===== config.mk =====
export PLATFORM = sky130hd
export DESIGN_NAME = pp_tree_reduce_pipe_flat
export DESIGN_NICKNAME = d
export VERILOG_FILES = /design/src/rtl/pp_tree_reduce_pipe_if.sv /design/src/rtl/pp_tree_reduce_pipe.sv /design/src/flat_wrapper.sv
export SDC_FILE = /design/constraint.sdc
export NUM_CORES = 1
export LEC_CHECK = 0
export BUFFER_PORTS_ARGS = -buffer_cell sky130_fd_sc_hd__buf_2
export CORE_ASPECT_RATIO = 1.4
export CORE_MARGIN = 10
export CORE_UTILIZATION = 64
export DETAILED_ROUTE_END_ITERATION = 10
export GPL_ROUTABILITY_DRIVEN = 0
export PLACE_DENSITY = 0.87
export SLEW_MARGIN = 20
export SYNTH_ARGS = -nofsm -noshare
export SYNTH_HDL_FRONTEND = slang
export SYNTH_SLANG_ARGS = --single-unit

===== constraint.sdc =====
create_clock -name clk -period 5.1 [get_ports clk]
set_input_delay 1.02 -clock clk [delete_from_list [all_inputs] [get_ports clk]]
set_output_delay 1.02 -clock clk [all_outputs]
set_load 0.02 [all_outputs]

===== src/rtl/pp_tree_reduce_pipe_if.sv =====
// Handshake and data bundle for the pipelined partial-product reduction tree.
interface pp_tree_reduce_pipe_if #(
    parameter int unsigned WIDTH = 8
);
    logic                     in_valid;
    logic                     in_ready;
    logic                     in_mode;
    logic [WIDTH*WIDTH-1:0]   in_pp;
    logic                     out_valid;
    logic                     out_ready;
    logic [2*WIDTH-1:0]       out_res;
    logic [2*WIDTH-1:0]       out_err;
    logic                     out_mode;
    logic                     busy;

    modport master (
        output in_valid, in_mode, in_pp, out_ready,
        input  in_ready, out_valid, out_res, out_err, out_mode, busy
    );

    modport slave (
        input  in_valid, in_mode, in_pp, out_ready,
        output in_ready, out_valid, out_res, out_err, out_mode, busy
    );
endinterface


===== src/rtl/pp_tree_reduce_pipe.sv =====
// Pipelined partial-product reduction tree, one tree level per register stage.
// Low levels may OR-compress per beat; the dropped carries travel along as err.
module pp_tree_reduce_pipe #(
    parameter int unsigned WIDTH         = 8,
    parameter int unsigned APPROX_LEVELS = 1
) (
    input logic                 clk,
    input logic                 rst_n,
    pp_tree_reduce_pipe_if.slave bus
);
    localparam int unsigned LEVELS = $clog2(WIDTH);
    localparam int unsigned W2     = 2 * WIDTH;
    localparam int unsigned NE     = WIDTH - 1;

    // All stored tree elements packed triangularly: level l starts at WIDTH - (WIDTH >> (l-1)).
    logic [W2-1:0] r_e     [NE];
    logic [W2-1:0] w_e     [NE];
    logic [W2-1:0] r_err   [LEVELS];
    logic [W2-1:0] w_err   [LEVELS];
    logic          r_mode  [LEVELS];
    logic          w_mode  [LEVELS];
    logic          r_valid [LEVELS];
    logic          w_load  [LEVELS];
    logic          w_busy;

    always_comb begin : comb_tree
        logic [W2-1:0] v_a;
        logic [W2-1:0] v_b;
        logic [W2-1:0] v_err;
        logic          v_mode;
        logic          v_apx;
        int unsigned   v_n;
        int unsigned   v_base;
        int unsigned   v_pbase;
        w_e = '{default: '0};
        for (int unsigned s = 0; s < LEVELS; s++) begin
            v_n     = WIDTH >> (s + 1);
            v_base  = WIDTH - (WIDTH >> s);
            v_pbase = 0;
            if (s == 0) begin
                v_mode = bus.in_mode;
                v_err  = '0;
            end else begin
                v_mode  = r_mode[s-1];
                v_err   = r_err[s-1];
                v_pbase = WIDTH - (WIDTH >> (s - 1));
            end
            v_apx = v_mode && (s < APPROX_LEVELS);
            for (int unsigned j = 0; j < v_n; j++) begin
                if (s == 0) begin
                    v_a = {{WIDTH{1'b0}}, bus.in_pp[(2*j)*WIDTH +: WIDTH]};
                    v_b = {{WIDTH{1'b0}}, bus.in_pp[(2*j+1)*WIDTH +: WIDTH]};
                end else begin
                    v_a = r_e[v_pbase + 2*j];
                    v_b = r_e[v_pbase + 2*j + 1];
                end
                v_b = v_b << (1 << s);
                if (v_apx) begin
                    w_e[v_base + j] = v_a | v_b;
                    // Carries lost by the OR, placed at the absolute weight of a.
                    v_err = v_err + ((v_a & v_b) << (j << (s + 1)));
                end else begin
                    w_e[v_base + j] = v_a + v_b;
                end
            end
            w_err[s]  = v_err;
            w_mode[s] = v_mode;
        end
    end

    // Bubble-collapsing stall: a stage loads when empty or when its successor moves on.
    always_comb begin : comb_load
        logic v_next;
        v_next = bus.out_ready;
        for (int unsigned k = 0; k < LEVELS; k++) begin
            v_next = !r_valid[LEVELS-1-k] || v_next;
            w_load[LEVELS-1-k] = v_next;
        end
    end

    always_comb begin
        w_busy = 1'b0;
        for (int unsigned s = 0; s < LEVELS; s++) begin
            w_busy = w_busy | r_valid[s];
        end
    end

    always_ff @(posedge clk or negedge rst_n) begin
        if (!rst_n) begin
            for (int unsigned s = 0; s < LEVELS; s++) begin
                r_valid[s] <= 1'b0;
                r_mode[s]  <= 1'b0;
                r_err[s]   <= '0;
            end
            for (int unsigned i = 0; i < NE; i++) begin
                r_e[i] <= '0;
            end
        end else begin
            for (int unsigned s = 0; s < LEVELS; s++) begin
                if (w_load[s]) begin
                    if (s == 0) begin
                        r_valid[s] <= bus.in_valid;
                    end else begin
                        r_valid[s] <= r_valid[s-1];
                    end
                    r_mode[s] <= w_mode[s];
                    r_err[s]  <= w_err[s];
                    for (int unsigned j = 0; j < (WIDTH >> (s + 1)); j++) begin
                        r_e[WIDTH - (WIDTH >> s) + j] <= w_e[WIDTH - (WIDTH >> s) + j];
                    end
                end
            end
        end
    end

    assign bus.in_ready  = w_load[0];
    assign bus.out_valid = r_valid[LEVELS-1];
    assign bus.out_res   = r_e[NE-1];
    assign bus.out_err   = r_err[LEVELS-1];
    assign bus.out_mode  = r_mode[LEVELS-1];
    assign bus.busy      = w_busy;
endmodule


===== src/flat_wrapper.sv =====
// flat-port wrapper written by rule: the top's interface ports become plain ports
module pp_tree_reduce_pipe_flat 
#(
    parameter int unsigned WIDTH         = 8,
    parameter int unsigned APPROX_LEVELS = 1
)
  (clk, rst_n, bus_in_valid, bus_in_mode, bus_in_pp, bus_out_ready, bus_in_ready, bus_out_valid, bus_out_res, bus_out_err, bus_out_mode, bus_busy);
  pp_tree_reduce_pipe_if #(.WIDTH(WIDTH)) bus_i ();
  input logic clk;
  input logic rst_n;
  input wire logic [$bits(bus_i.in_valid)-1:0] bus_in_valid;
  input wire logic [$bits(bus_i.in_mode)-1:0] bus_in_mode;
  input wire logic [$bits(bus_i.in_pp)-1:0] bus_in_pp;
  input wire logic [$bits(bus_i.out_ready)-1:0] bus_out_ready;
  output wire logic [$bits(bus_i.in_ready)-1:0] bus_in_ready;
  output wire logic [$bits(bus_i.out_valid)-1:0] bus_out_valid;
  output wire logic [$bits(bus_i.out_res)-1:0] bus_out_res;
  output wire logic [$bits(bus_i.out_err)-1:0] bus_out_err;
  output wire logic [$bits(bus_i.out_mode)-1:0] bus_out_mode;
  output wire logic [$bits(bus_i.busy)-1:0] bus_busy;
  assign bus_i.in_valid = bus_in_valid;
  assign bus_i.in_mode = bus_in_mode;
  assign bus_i.in_pp = bus_in_pp;
  assign bus_i.out_ready = bus_out_ready;
  assign bus_in_ready = bus_i.in_ready;
  assign bus_out_valid = bus_i.out_valid;
  assign bus_out_res = bus_i.out_res;
  assign bus_out_err = bus_i.out_err;
  assign bus_out_mode = bus_i.out_mode;
  assign bus_busy = bus_i.busy;
  pp_tree_reduce_pipe #(.WIDTH(WIDTH), .APPROX_LEVELS(APPROX_LEVELS)) u_core (.clk(clk), .rst_n(rst_n), .bus(bus_i));
endmodule

==> results of run 1 <==
==> synthesized netlist by cell type, types with 17 or more instances <==
| cell | count |
|---|---|
| nand2_1 | 162 |
| dfrtp_1 | 129 |
| ha_1 | 98 |
| o21ai_0 | 82 |
| inv_1 | 80 |
| a21oi_1 | 61 |
| nor2_1 | 52 |
| buf_4 | 35 |
| xnor2_1 | 35 |
| mux2_2 | 29 |
| xor2_1 | 21 |
| a21o_1 | 19 |
| and2_1 | 17 |
==> power groups by stage <==
| stage | clock network [mW] | logic [mW] | registers, mW |
|---|---|---|---|
| after floorplan | 0 | 1.17 | 1.38 |
| after global placement | 0 | 1.37 | 1.42 |
| after detailed placement | 0 | 1.42 | 1.43 |
| after CTS | 1.13 | 1.45 | 1.41 |
| after global routing | 1.18 | 1.62 | 1.44 |
| final | 1.12 | 1.45 | 1.42 |
==> critical path, delay by kind of cell <==
kind / cells / cell delay [ns]
adder cells (fa/ha/maj): 6 / 1.74
XOR/XNOR: 3 / 0.35
buffers and inverters: 1 / 0.11
AO/OA/AOI/OAI: 7 / 1.36
AND/OR/NAND/NOR: 5 / 0.62
==> how the worst max path moves through the flow <==
stage,end,slack (ns),depth (start not counted)
finish,u_core.r_err[44],0.18,22
global route,u_core.r_err[44],0.03,22
CTS,u_core.r_err[44],0.28,22
detailed placement,u_core.r_err[44],-0.16,22
global placement,u_core.r_err[44],-0.01,22
floorplan,u_core.r_err[44],0.17,21
==> metrics by stage <==
step	std cells	setup TNS, ns
final	1254	0
after detailed placement	1222	-0.272
after global routing	1254	0
after floorplan	984	0
after CTS	1254	0
after global placement	1222	-0.0150
==> final cells by class <==
type,instances,area (sq um)
clock inverter,13,114
fill,951,3570
clock buffer,19,443
multi-input combinational,707,4890
sequential,129,3230
timing repair buffer,123,671
tap,182,228
inverter,81,304
==> metal layers <==
metal	vias up	wire length, microns	GRT usage
met5	-	0	0
met3	48	1000	0.0482
met1	3400	8080	0.238
met2	187	10600	0.374
li1	3413	-	-
met4	0	567	0.0791
==> kinds of logic after synthesis <==
family | count (synthesis) | share of synthesized area
simple gates | 288 | 0.143
compound gates | 217 | 0.147
buf+inv | 148 | 0.0797
flops | 129 | 0.366
fa+ha+maj | 110 | 0.164
xor+xnor | 56 | 0.0557
mux | 34 | 0.0427
other cells | 1 | 0.000426
==> flip-flops by register name, indices dropped and copies added, names as in the netlist <==
register and count:
u_core.bus.out_err 14, u_core.r_e 65, u_core.r_err 14, u_core.r_valid 2
u_core.bus.out_mode 1, u_core.r_mode 1, u_core.bus.out_res 16, u_core.comb_tree.v_mode 1
u_core.bus.out_valid 1, u_core.comb_tree.v_err 14
==> metrics.md, run 1 <==
| Metric | Value |
|---|---|
| Initial antenna violation count | 0 |
| Unrepaired setup endpoints after global routing | false |
| VDD IR max | ~0.00031 V |
| Largest stage delay, worst path | ~0.38 ns |
| WL/cell | approximately 16 microns |
| Drt via density | between 5 and 6 |
| Worst flop-to-flop path endpoint | u_core.comb_tree.v_mode |
| Clock Skew | between 0.01 and 0.015 ns |
| Pwr Total | roughly 4 mW |
| Layout cells sized above 1 | 0.182 |
| Clock Tree Root | clkbuf_16 |
| Later-pin clock latency in the skew report | 0.42 ns |
| Top-level I/O count | about 110 |
| Critical-path maximum fanout | 4 |
| Dpl cell area | just over 0.009 sq mm |
| Die area | roughly 0.019 sq mm |
| Origin of the worst setup path | bus_in_pp[3] |
| FF+latch count, synth | 129 |
| Share of the yosys chip area belonging to registers | 0.366 |
| HP Start | u_core.comb_tree.v_err[1] |
| Final ANT Viol Nets | 0 |
| Internal power | 2.56 mW |
| PwrDens | 403 mW/mm^2 |
| Sink Count | around 130 |
| Yosys top cell area share | 0.366 |
| Ys flop type | dfrtp_1 |
| CP max stage cell | fa_1 |
| Critical path class | input port to flop |
| Leakage | 5.08 nW |
| First-pass GRT wire length | approximately 33 mm |
| Logic gate share of total power | 0.363 |
| Critical path required time | between 5 and 6 ns |
| Most area-hungry cell type in the Yosys netlist | dfrtp_1 |
| Outcome | complete, no violations |
| Final hold vios | 0 |
| Sequential power share | 0.356 |
| Max clock buf depth | 2 |
| Min-delay worst type | flop to flop |
| Diode count | 0 |
| Sw power | 1.42 mW |
| Top area cells in the synthesized netlist | dfrtp_1 37%, ha_1 14%, nand2_1 6.9%, o21ai_0 4.7%, mux2_2 3.7% |
| Gr ovfl total | 0 |
| Hold endpoint | u_core.comb_tree.v_err[1] |
| Die Ht | 159 microns |
| Dpl ws | -0.157 ns |
| Final hold slack | roughly 0.47 ns |
| Commonest non-fill, non-tap cell in the layout | nand2_1 |
| Post-CTS Setup Repair Bufs | 0 |
| Synth cell types | 54 |
| Synth Area per Inst | 8.96 sq um |
| Yosys warnings | 0 |
| Post-Syn Area | about 0.0088 sq mm |
| Post-synth EDFFs | 0 |
| Reg2reg path depth | 6 |
| Tmin final | slightly below 5 ns |
| Nets | roughly 1200 |
| GRT Overall Usage | 0.211 |
| DRT Pass-1 Iters | 5 |
| Clock transition at the registers of the reported paths | 0.06 ns |
| Leading cell types in the layout, fill and taps excluded | 162 x nand2_1, 129 x dfrtp_1, 101 x buf_2, 98 x ha_1, 82 x o21ai_0 |
| Num CTS Buffers | 17 |
| Number of global-route vias before repair | 6983 |
| Fin area | 0.00988 sq mm |
| Slew headroom | 0.495 |
| # rows | 50 |
| Worst r2r src | u_core.bus.out_valid |
| # DRC | 0 |
| Worst path cell trace | buf_2 -> ha_1 -> and2_1 -> ha_1 -> fa_1 -> a21o_1 -> maj3_2 -> xor2_1 -> and2_1 -> ha_1 -> a21o_1 -> a21oi_1 -> o21bai_1 -> a21oi_1 -> xnor2_1 -> and2_1 -> ha_1 -> nand2_1 -> o21ai_0 -> nor2_1 -> xnor2_1 -> a31o_2 |
| Final wirelength | 20.2 mm |
| Hold bufs inserted after CTS | 0 |
| Setup crit start kind | input port |
| Final Setup Violations | 0 |
| Largest net degree at the start of global routing | 63 |
| Port bufs | 102 |
| Drt initial violations | about 420 |
| Routed vias | 7048 |
| Die X | around 120 microns |
| Final Util | 0.735 |
| Flop2flop setup slack | about 2.7 ns |
| Worst EP arrival | roughly 5.2 ns |
| Area growth from synthesis to layout | 12.1% |
| Share of synthesized registers carrying an async set or reset | 1.00 |
| Clock power share | 0.281 |
| Max-capacitance violation count | 0 |
| Worst slew pin tran | approximately 0.76 ns |
| Core footprint | roughly 0.013 sq mm |
| H-tree depth | 4 |
| WHS Path Cells | 2 |
| Slew Limit Fails | 0 |
| Mapped Cells | 983 |
| Starting Density | 0.655 |
| CP most frequent cell | ha_1 |
| Critical path capture point type | flop |
| Worst setup margin | ~0.18 ns |
| CTS tree | done |
| Peak Freq | 203 MHz |
| Hpwl dp | between 15 and 20 mm |
| Post-cts resize count | 0 |
| Final worst path period share | 0.964 |
| Sw Ratio | 0.357 |
Power figures use the tool's default switching activity.
==> run 2, diff against run 1 <==
Settings changed: CAP_MARGIN from default to 40.
Clock period 5.1 ns to 5.8 ns, I/O delays scaled along.
==> run 2 against run 1 <==
  * Sequential power shrank 12%
  * Clock power shrank 13%
  * Cell count shrank 1.0%
  * Sequential share of layout area grew 0.26 points
  * Critical endpoint unchanged
  * Non-clock buffer count shrank 13
  * Via count shrank 0.35%
  * Design area shrank 0.80%
  * Critical path depth is the same
  * Combinational power shrank 13%
  * Flip-flop and latch count is the same
  * Utilization shrank 0.59 points
  * Count of clock-buffer cells in the layout is the same
  * Largest power group unchanged
==> metrics.md, run 2 (synthesis gave the netlist of run 1 again) <==
| Metric | Value |
|---|---|
| Critical-path maximum fanout | 5 |
| Final wirelength | 19.9 mm |
| Drt via density | 5.66 |
| Slew headroom | 0.464 |
| Max-capacitance violation count | 0 |
| Clock power share | 0.280 |
| Hold bufs inserted after CTS | 0 |
| Min-delay worst type | flop to flop |
| Sw Ratio | 0.363 |
| Clock Skew | approximately 0.0096 ns |
| Final ANT Viol Nets | 0 |
| Critical path capture point type | flop |
| DRT Pass-1 Iters | 5 |
| Layout cells sized above 1 | 0.173 |
| Final worst path period share | 0.883 |
| Multi-input gate area | 0.00489 sq mm |
| Fillers | between 900 and 1000 |
| Peak Freq | ~200 MHz |
| WL/cell | 16.1 microns |
| Clock Tree Root | clkbuf_16 |
| Clock transition at the registers of the reported paths | 0.06 ns |
| # DRC | 0 |
| Number of global-route vias before repair | about 7100 |
| Setup crit start kind | input port |
| Max FFs per register | 65 |
| Storage element area | about 0.0032 sq mm |
| Largest stage delay, worst path | ~0.40 ns |
| Dpl cell area | a little over 0.009 sq mm |
| Commonest non-fill, non-tap cell in the layout | nand2_1 |
| WP buf/inv | 1 |
| Die area | 0.0189 sq mm |
| Initial antenna violation count | 0 |
| Largest net degree at the start of global routing | around 60 |
| Diode count | 0 |
| Leading cell types in the layout, fill and taps excluded | 162 x nand2_1, 129 x dfrtp_1, 101 x buf_2, 98 x ha_1, 82 x o21ai_0 |
| Flop2flop setup slack | approximately 3.5 ns |
| Largest register by flop count | u_core.r_e |
| Internal power | 2.22 mW |
| Worst EP arrival | around 5.4 ns |
| CP max stage cell | fa_1 |
| Critical path required time | between 6 and 7 ns |
| Nets | between 1000 and 1500 |
| Post-cts resize count | 0 |
| Final Setup Violations | 0 |
| Port bufs | just over 100 |
| PwrDens | approximately 360 mW/mm^2 |
| First-pass GRT wire length | 33.6 mm |
| Starting Density | 0.655 |
| Sink Count | approximately 130 |
| Outcome | complete, no violations |
| CP most frequent cell | ha_1 |
| Worst slew pin tran | ~0.80 ns |
| Drt initial violations | between 500 and 600 |
| Sequential power share | 0.358 |
| VDD IR max | 0.000277 V |
| Hpwl dp | about 15 mm |
| Logic gate share of total power | 0.362 |
| Gr ovfl total | 0 |
| Fin area | about 0.0098 sq mm |
| Unrepaired setup endpoints after global routing | false |
| Slew Limit Fails | 0 |
| Sw power | 1.26 mW |
| Critical path class | input port to flop |
| H-tree depth | 4 |
| Fin Setup TNS | 0 ns |
| Num CTS Buffers | 17 |
| Final hold vios | 0 |
| Core footprint | 0.0135 sq mm |
| Worst path cell trace | buf_2 -> ha_1 -> and2_1 -> ha_1 -> fa_1 -> a21o_1 -> maj3_2 -> xor2_1 -> and2_1 -> ha_1 -> a21o_1 -> a21oi_1 -> o21bai_1 -> a21oi_1 -> xnor2_1 -> and2_1 -> ha_1 -> nand2_1 -> o21ai_0 -> nor2_1 -> xnor2_1 -> a31o_2 |
| Post-CTS Setup Repair Bufs | 0 |
| Die X | around 120 microns |
| Top-level I/O count | about 110 |
| Area growth from synthesis to layout | 11.2% |
| Final hold slack | roughly 0.47 ns |
| Die Ht | around 160 microns |
| Crit path max-delay family | adder cells |
| Later-pin clock latency in the skew report | 0.41 ns |
| Tmin final | a little over 5 ns |
| GRT Overall Usage | 0.213 |
| Leakage | between 5 and 6 nW |
| # rows | 50 |
| Routed vias | around 7000 |
| CTS tree | done |
| Max clock buf depth | 2 |
==> run 2: power groups by stage <==
stage | Combinational, mW | Clock, mW | Sequential (mW)
2_1_floorplan | 1.03 | 0 | 1.21
3_3_place_gp | 1.19 | 0 | 1.25
3_5_place_dp | 1.24 | 0 | 1.26
4_1_cts | 1.26 | 0.984 | 1.25
5_1_grt | 1.42 | 1.03 | 1.27
6_report | 1.26 | 0.975 | 1.25
==> run 2: area by class of cell <==
class	instances	area share
Sequential cell	129	0.329
Multi-Input combinational cell	707	0.499
Tap cell	182	0.0232
Clock buffer	19	0.0462
Timing Repair Buffer	110	0.0605
Inverter	81	0.0310
Clock inverter	13	0.0105
==> run 2: worst min-delay path, delay by kind of cell, from the launching register on <==
kind | cells | cell delay (ns)
AOI/OAI and AO/OA | 1 | 0.05
DFF | 1 | 0.33
and+or+nand+nor | 1 | 0.04
==> run 2: through the flow <==
stage	setup slack (ns)	util	total power, mW	std cells
after global routing	0.502	0.729	3.72	1241
after global placement	0.432	0.685	2.44	1208
after floorplan	0.729	-	2.25	984
after CTS	0.739	0.729	3.49	1241
final	0.678	0.729	3.48	1241
after detailed placement	0.298	0.688	2.50	1209
==> run 2: path summary, 6_finish.rpt <==
path                                       startpoint                    end  cells after the start
worst max-delay path                     bus_in_pp[3]       u_core.r_err[44]                     22
worst min-delay path            u_core.bus.out_res[8]  u_core.bus.out_res[8]                      2
worst max register to register   u_core.bus.out_valid        u_core.r_e[105]                      7
worst min register to register  u_core.bus.out_res[8]  u_core.bus.out_res[8]                      2
max in group asynchronous                       rst_n  u_core.bus.out_res[8]                      3
min in group asynchronous                       rst_n       u_core.r_err[33]                      1
==> run 2: routing by layer <==
metal	vias up	track usage	wire length (microns)
li1	3378	-	-
met1	3355	0.238	7940
met2	238	0.372	10200
met3	52	0.0482	1040
met4	0	0.101	752
met5	-	0	0
==> run 3, diff against run 2 <==
Settings changed: CORE_UTILIZATION 64 to 29, PLACE_DENSITY 0.87 to default.
==> run 3 against run 2 <==
  * Hold slack lost 0.0035 ns
  * Critical path depth did not move
  * Fmax rose by 0.96%
  * Sequential power barely moved
  * Global-route usage shrank 10 points
  * Sequential share of layout area down 1.0 points
  * First-iteration DRC count decreased by 40%
  * Utilization down 39 points
  * Highest routed layer unchanged
  * Design area increased by 3.2%
  * Critical endpoint unchanged
  * Via count is 4.9% lower
  * Setup slack improved by 0.049 ns
==> metrics.md, run 3 (synthesis gave the netlist of run 1 again) <==
| Metric | Value |
|---|---|
| Outcome | complete, no violations |
| Post-cts resize count | 0 |
| Initial antenna violation count | 0 |
| Starting Density | 0.293 |
| Final hold vios | 0 |
| Num CTS Buffers | 17 |
| Min-delay worst type | flop to flop |
| Sequential power share | 0.351 |
| Hold bufs inserted after CTS | 0 |
| Area growth from synthesis to layout | 14.8% |
| H-tree depth | 4 |
| Slew Limit Fails | 0 |
| Slew headroom | 0.561 |
| Critical path required time | ~6.1 ns |
| Max-capacitance violation count | 0 |
| DRT Pass-1 Iters | 4 |
| First-pass GRT wire length | about 35 mm |
| Hpwl dp | between 15 and 20 mm |
| Sw power | ~1.3 mW |
| M3 GR Usage | 0.0194 |
| Top-level I/O count | 105 |
| # rows | between 70 and 80 |
| GRT Overall Usage | 0.112 |
| Origin of the worst setup path | bus_in_pp[3] |
| Fin Setup TNS | 0 ns |
| Fillers | between 3000 and 4000 |
| Largest net degree at the start of global routing | 84 |
| Met2 global-route usage | 0.191 |
| Critical-path maximum fanout | 5 |
| Later-pin clock latency in the skew report | roughly 0.42 ns |
| Final Non-Filler Cells | roughly 1400 |
| Die area | approximately 0.038 sq mm |
| Unrepaired setup endpoints after global routing | false |
| Die X | 167 microns |
| GR Util met1 | 0.138 |
| Clock transition at the registers of the reported paths | 0.06 ns |
| Worst r2r src | u_core.bus.out_valid |
| Final Setup Violations | 0 |
| Post-CTS Setup Repair Bufs | 0 |
| Critical path capture point type | flop |
| Leakage | approximately 5.1 nW |
| Max clock buf depth | 2 |
| Sink Count | 129 |
| Worst slew pin tran | roughly 0.66 ns |
| Commonest non-fill, non-tap cell in the layout | nand2_1 |
| Critical path class | input port to flop |
| Largest register by flop count | u_core.r_e |
| Final ANT Viol Nets | 0 |
| Pwr Total | approximately 3.5 mW |
| Gr ovfl total | 0 |
| Final worst path period share | 0.875 |
| CTS tree | done |
| # DRC | 0 |
| Leading cell types in the layout, fill and taps excluded | 162 x nand2_1, 129 x dfrtp_1, 101 x buf_2, 98 x ha_1, 82 x o21ai_0 |
| VDD IR max | approximately 0.0002 V |
| Clock Tree Root | clkbuf_16 |
| Number of global-route vias before repair | around 6600 |
| Logic gate share of total power | 0.354 |
| Max FFs per register | 65 |
| Setup crit start kind | input port |
| Routed vias | 6677 |
| Reg2reg path depth | 7 |
| Sw Ratio | 0.354 |
| Drt via density | approximately 4.6 |
| Fin area | just over 0.01 sq mm |
| PwrDens | 351 mW/mm^2 |
| Tmin final | 5.07 ns |
| Grt peak-use layer | met2 |
| End of the critical path | u_core.r_err[44] |
| Die Ht | 226 microns |
| Nets | about 1200 |
| Dpl cell area | 0.00948 sq mm |
| Port bufs | roughly 100 |
| Placed cells | 1412 |
| Core footprint | ~0.03 sq mm |
| Worst flop-to-flop path endpoint | u_core.r_e[105] |
| Flop2flop setup slack | around 3.2 ns |
| Layout cells sized above 1 | 0.172 |
| Clock power share | 0.295 |
| Final wirelength | around 21 mm |
| Worst EP arrival | 5.38 ns |
| Drt initial violations | 305 |
| Clock Skew | 0.00891 ns |
| Diode count | 0 |
| WL/cell | around 15 microns |
| Internal power | between 2 and 2.5 mW |
| Peak Freq | 197 MHz |
run 3: cell types whose count changed in the layout (fill, tap and decap cells not counted):
cell and delta:
clkinv_4 +2, clkinvlp_4 -4, bufinv_16 +2, inv_6 -3, buf_4 +1, buf_16 +1, clkbuf_8 -1, clkbuf_1 +2
clkinv_2 +2
run 3: per-stage QoR:
stage                     utilization  hold WS [ns]  worst slack [ns]
after global placement          0.316         0.449             0.313
after CTS                       0.335         0.469             0.715
after detailed placement        0.316         0.457             0.271
final                           0.337         0.465             0.727
after floorplan                     -         0.435             0.729
after global routing            0.337         0.490             0.487
run 3: worst min path at each step:
stage	end	cells past startpoint	slack, ns	from
global route	u_core.r_e[96]	2	0.49	u_core.r_e[96]
global placement	u_core.r_e[64]	2	0.45	u_core.r_e[64]
CTS	u_core.r_e[16]	2	0.47	u_core.r_e[64]
floorplan	u_core.comb_tree.v_err[10]	2	0.43	u_core.comb_tree.v_err[10]
detailed placement	u_core.r_e[96]	2	0.46	u_core.r_e[96]
finish	u_core.r_e[16]	2	0.47	u_core.r_e[64]
run 3: critical path: stages:
cell      delay [ns]
buf_2           0.11
ha_1            0.26
and2_1          0.17
ha_1            0.20
fa_1            0.40
a21o_1          0.19
maj3_2          0.31
xor2_1          0.14
and2_1          0.16
ha_1            0.31
a21o_1          0.19
a21oi_1         0.23
o21bai_1        0.09
a21oi_1         0.18
xnor2_1         0.07
and2_1          0.17
ha_1            0.34
nand2_1         0.06
o21ai_0         0.21
nor2_1          0.08
xnor2_1         0.12
a31o_2          0.23
run 3: power groups by stage:
stage	logic, mW	registers (mW)	clock network (mW)
finish	1.26	1.25	1.05
global route	1.43	1.28	1.11
floorplan	1.03	1.21	0
global placement	1.24	1.26	0
CTS	1.27	1.25	1.07
detailed placement	1.26	1.27	0
run 3: final cells by class:
| cell class | instances | area, sq um | share of cell area |
|---|---|---|---|
| Clock inverter | 12 | 134 | 0.0132 |
| Inverter | 81 | 304 | 0.0301 |
| Multi-Input combinational cell | 707 | 4890 | 0.484 |
| Timing Repair Buffer | 112 | 628 | 0.0621 |
| Clock buffer | 20 | 447 | 0.0442 |
| Tap cell | 385 | 482 | 0.0476 |
| Sequential cell | 129 | 3230 | 0.319 |
run 3: layer usage:
metal  vias to the layer above  share of wire
met1                      3165           0.45
met2                       111           0.50
li1                       3383              -
met3                        18          0.029
met4                         0          0.020
met5                         -              0
